### src/rtl/act_unit.sv
// Multi-lane activation stage (bypass / ReLU / leaky ReLU / clipped ReLU) with a
// 2-stage valid/ready pipeline and a saturating count of zero-valued output lanes.
module act_unit #(
    parameter int DATA_W     = 16,
    parameter int LANES      = 4,
    parameter int LEAK_SHIFT = 3,
    parameter int CNT_W      = 32
) (
    input  logic                      clk,
    input  logic                      rst,
    input  logic [LANES*DATA_W-1:0]   in_data,
    input  logic [1:0]                in_mode,
    input  logic [DATA_W-1:0]         in_clip,
    input  logic                      in_valid,
    output logic                      in_ready,
    output logic [LANES*DATA_W-1:0]   out_data,
    output logic                      out_valid,
    input  logic                      out_ready,
    input  logic                      stat_clr,
    output logic [CNT_W-1:0]          zero_cnt
);

    localparam int ZW = $clog2(LANES + 1);

    typedef enum logic [1:0] {
        MODE_BYPASS = 2'd0,
        MODE_RELU   = 2'd1,
        MODE_LEAKY  = 2'd2,
        MODE_CLIP   = 2'd3
    } mode_t;

    mode_t                     mode;
    logic signed [DATA_W-1:0]  clip_eff;
    logic [LANES*DATA_W-1:0]   act_next;

    logic [LANES*DATA_W-1:0]   s1_data_reg;
    logic                      s1_valid_reg;
    logic [LANES*DATA_W-1:0]   out_data_reg;
    logic                      out_valid_reg;
    logic [CNT_W-1:0]          zero_cnt_reg;

    logic                      s1_load;
    logic                      s2_load;
    logic [LANES-1:0]          lane_zero;
    logic [ZW-1:0]             zero_lanes;
    logic [CNT_W:0]            cnt_sum;

    assign mode     = mode_t'(in_mode);
    // A negative clip collapses the clipped-ReLU window to zero.
    assign clip_eff = in_clip[DATA_W-1] ? '0 : $signed(in_clip);

    generate
        for (genvar gi = 0; gi < LANES; gi++) begin : g_lane
            logic signed [DATA_W-1:0] x;
            logic signed [DATA_W-1:0] y;

            assign x = $signed(in_data[gi*DATA_W +: DATA_W]);

            always_comb begin
                y = x;
                case (mode)
                    MODE_BYPASS: y = x;
                    MODE_RELU:   if (x[DATA_W-1]) y = '0;
                    MODE_LEAKY:  if (x[DATA_W-1]) y = x >>> LEAK_SHIFT;
                    MODE_CLIP: begin
                        if (x[DATA_W-1])
                            y = '0;
                        else if (x > clip_eff)
                            y = clip_eff;
                    end
                    default:     y = x;
                endcase
            end

            assign act_next[gi*DATA_W +: DATA_W] = y;
            assign lane_zero[gi] = (out_data_reg[gi*DATA_W +: DATA_W] == '0);
        end
    endgenerate

    assign s2_load  = !out_valid_reg || out_ready;
    assign s1_load  = !s1_valid_reg || s2_load;
    assign in_ready = s1_load && !rst;

    always_ff @(posedge clk) begin
        if (rst) begin
            s1_valid_reg  <= 1'b0;
            s1_data_reg   <= '0;
            out_valid_reg <= 1'b0;
            out_data_reg  <= '0;
        end else begin
            if (s1_load) begin
                s1_valid_reg <= in_valid;
                if (in_valid)
                    s1_data_reg <= act_next;
            end
            if (s2_load) begin
                out_valid_reg <= s1_valid_reg;
                if (s1_valid_reg)
                    out_data_reg <= s1_data_reg;
            end
        end
    end

    always_comb begin
        zero_lanes = '0;
        for (int i = 0; i < LANES; i++)
            zero_lanes = zero_lanes + ZW'(lane_zero[i]);
    end

    // One extra bit catches the carry so the counter can stick at all-ones.
    assign cnt_sum = {1'b0, zero_cnt_reg} + (CNT_W+1)'(zero_lanes);

    always_ff @(posedge clk) begin
        if (rst || stat_clr)
            zero_cnt_reg <= '0;
        else if (out_valid_reg && out_ready)
            zero_cnt_reg <= cnt_sum[CNT_W] ? '1 : cnt_sum[CNT_W-1:0];
    end

    assign out_data  = out_data_reg;
    assign out_valid = out_valid_reg;
    assign zero_cnt  = zero_cnt_reg;

endmodule

### config.mk
export PLATFORM = sky130hd
export DESIGN_NAME = act_unit
export DESIGN_NICKNAME = d
export VERILOG_FILES = /design/src/rtl/act_unit.sv
export SDC_FILE = /design/constraint.sdc
export NUM_CORES = 1
export LEC_CHECK = 0
export ABC_CLOCK_PERIOD_IN_PS = 3790
export CAP_MARGIN = 10
export CORE_UTILIZATION = 47
export DETAILED_ROUTE_END_ITERATION = 6
export HOLD_SLACK_MARGIN = 0.05
export PLACE_DENSITY = 0.77
export SYNTH_ARGS = -nofsm -noshare
export SYNTH_HDL_FRONTEND = slang
export SYNTH_SLANG_ARGS = --single-unit
### constraint.sdc
create_clock -name clk -period 3.79 [get_ports clk]
set_clock_uncertainty 0.05 [all_clocks]
set_input_delay 1.137 -clock clk [delete_from_list [all_inputs] [get_ports clk]]
set_output_delay 1.137 -clock clk [all_outputs]
set_load 0.02 [all_outputs]
==> results <==
[Yosys cell counts (all sizes together), types with 12 or more instances]
cell | instances | area, µm²
nand4 | 32 | 206
a211oi | 22 | 165
a311o | 16 | 160
o21ai | 26 | 130
xnor2 | 17 | 149
o22ai | 15 | 93.8
nand2 | 184 | 691
a221o | 27 | 270
clkbuf | 77 | 289
a21o | 13 | 97.6
dfxtp | 162 | 3240
inv | 34 | 128
nand3 | 41 | 205
mux2i | 15 | 150
nor2b | 21 | 131
buf | 13 | 90.1
a221oi | 27 | 236
a21oi | 124 | 624
nor4 | 20 | 125
ha | 61 | 763
nor2 | 77 | 289
nor3 | 60 | 300
a31oi | 17 | 106
a32oi | 12 | 105
[metrics by stage]
| step | util (%) | setup slack (ps) |
|---|---|---|
| 3_5_place_dp | 63.5 | -290 |
| 2_1_floorplan | - | -62.0 |
| 4_1_cts | 66.7 | 4.11 |
| 3_3_place_gp | 63.5 | -200 |
| 6_report | 67.0 | 65.3 |
| 5_1_grt | 67.0 | -84.6 |
[worst max path at each step]
stage                 start               to  slack (ps)  cells after the start
3_3_place_gp    in_clip[15]  s1_data_reg[41]        -200                     14
6_report       out_data[38]      zero_cnt[6]          70                     12
3_5_place_dp    in_clip[15]  s1_data_reg[40]        -290                     14
4_1_cts         out_data[6]     zero_cnt[28]           4                     14
2_1_floorplan  out_data[47]     zero_cnt[10]         -60                     14
5_1_grt         out_data[3]      zero_cnt[7]         -80                     13
[report_power, final]
part           switching [mW]  internal, mW
clock                   0.789         0.902
combinational           0.545         0.466
sequential             0.0575          1.78
total                    1.39          3.15
[cells by family after synthesis]
family | count (synthesis) | share of synthesized area [%]
and+or+nand+nor | 473 | 24.0
AOI/OAI and AO/OA | 316 | 22.9
DFF | 162 | 34.9
buffers and inverters | 124 | 5.46
adders and majority gates | 64 | 8.86
xor gates and xnor gates | 24 | 2.26
muxes | 15 | 1.62
[critical path, cell delays in order, from the launching register on]
cell     delay, ps
dfxtp_2        320
nor4_2         320
nand4_1        230
fa_1           530
fa_2           380
inv_2           60
fa_2           190
nand4_1        120
or4_4          450
or4_4          450
or2_4          260
buf_12         160
a21oi_1        130
[per-layer routing]
layer / GRT usage [%] / part of all wire, %
met5: 0 / 0
met2: 51.5 / 45
met3: 6.63 / 8.9
met1: 42.6 / 41
met4: 16.9 / 5.1
[area by class of cell]
| class | instances | share of cell area (%) |
|---|---|---|
| timing repair buffer | 325 | 23.1 |
| clock inverter | 11 | 0.741 |
| clock buffer | 20 | 3.59 |
| sequential | 162 | 25.1 |
| multi-input combinational | 892 | 43.9 |
| tap | 265 | 2.55 |
| inverter | 34 | 0.981 |
[what timing repair did]
action                                  4_1_cts  5_1_grt
endpoints found under the hold margin         0        0
hold buffers                                  0        0
endpoints found under the setup margin       30       42
buffers inserted                              1        0
pin swaps                                     6        6
gates resized for setup                      10       16
==> out/metrics.cfg <==
[timing]
slew-limit-headroom_pct=44.6
hold_viol=0
layout_min_cycle_time_ps=3720
rsz0062_at_grt=yes
worstMarginPinSlew_ps=830
holdWs_ps=403
post-route-period-util_pct=98.3
fin_tns_setup_ps=0
max_freq_mhz=268
maxSlewViolCount=0
setup_viol=0

[synth]
postSynthCellCount=1178
async_reset_ff_share_pct=0
syn_area_um2=9290
synth_cell_type_count=59
synthFlopType=dfxtp_1
synth_edf_count=0
syn_avg_cell_area_um2=7.88
ys_warn_count=0
ys_seq_area_share_pct=34.9
synth_nets=1329
ys_ff_latch=162

[clock_network]
cts_buffers=17
clk_pin_slew_ps=70
cts_tree=built
clock_path_buffers=2
clock_latency_ps=440
htree_num_levels=4
cts_root_buf=clkbuf_16
cts_sinks=162

[worst_setup_path]
r2r_end=zero_cnt[6]
r2r-start=out_data[38]
r2r_slack_ps=70
crit_arrival_ps=4040
worstSetupEndpointType=flip-flop
critical_path.startpoint_type=flip-flop
rr_worst_depth=12
path_max_fanout=21
path_class=flip-flop to flip-flop
required_ps=4100

[placed_design]
place.gp.congestion=0.945
dp_cells=1677
placed_cell_area_um2=12300
hpwl_mm=23.8
portBuffers=184

[die]
row_count=51
core_um2=19400
die_area_um2=20300
fp.dieW_um=143
initial_core_util_pct=47.9
die_h_um=143
pin_count=185

[global_route]
grt_usage_pct=32.8
antenna_found_initial=0
grt_pass1_vias=9520
grt_max_degree=80
grt_overflow=0
grt_pass1_wl_mm=51.1

[pwr]
irDropWorstVdd_uv=341
p_leak_nw=4.88
power_mw=4.54
power_density_nw_per_um2=349

[drt]
wl_per_cell_um=19.4
num_vias=10200
avgViaCountPerCell=6.00
first_iter_violations=1139
first_pass_iters=5
ant_nets=0
drc=0
routed_wl_mm=33.2

[cells_and_area]
ff_latch_area_um2=3260
drive_gt1_share_pct=15.6
fillCellCount=1712
fin_cells=1709
n_antenna_cell=0
final_net_count=1583
final_cell_mix=nand2_1, clkdlybuf4s50_1, dfxtp_1
final_area_um2=13000
final_common_cell=nand2_1
syn2layout_area_growth_pct=40.0
multi_input_area_um2=5720

[run]
maxCapViolations=0

[worst_hold_path]
hold_depth=2
min_from=s1_data_reg[28]
holdPathEnd=out_data[28]
min_path_type=flip-flop to flip-flop

[status]
status=finished, final reports clean

Note: power is estimated with default switching activity, not from simulation.
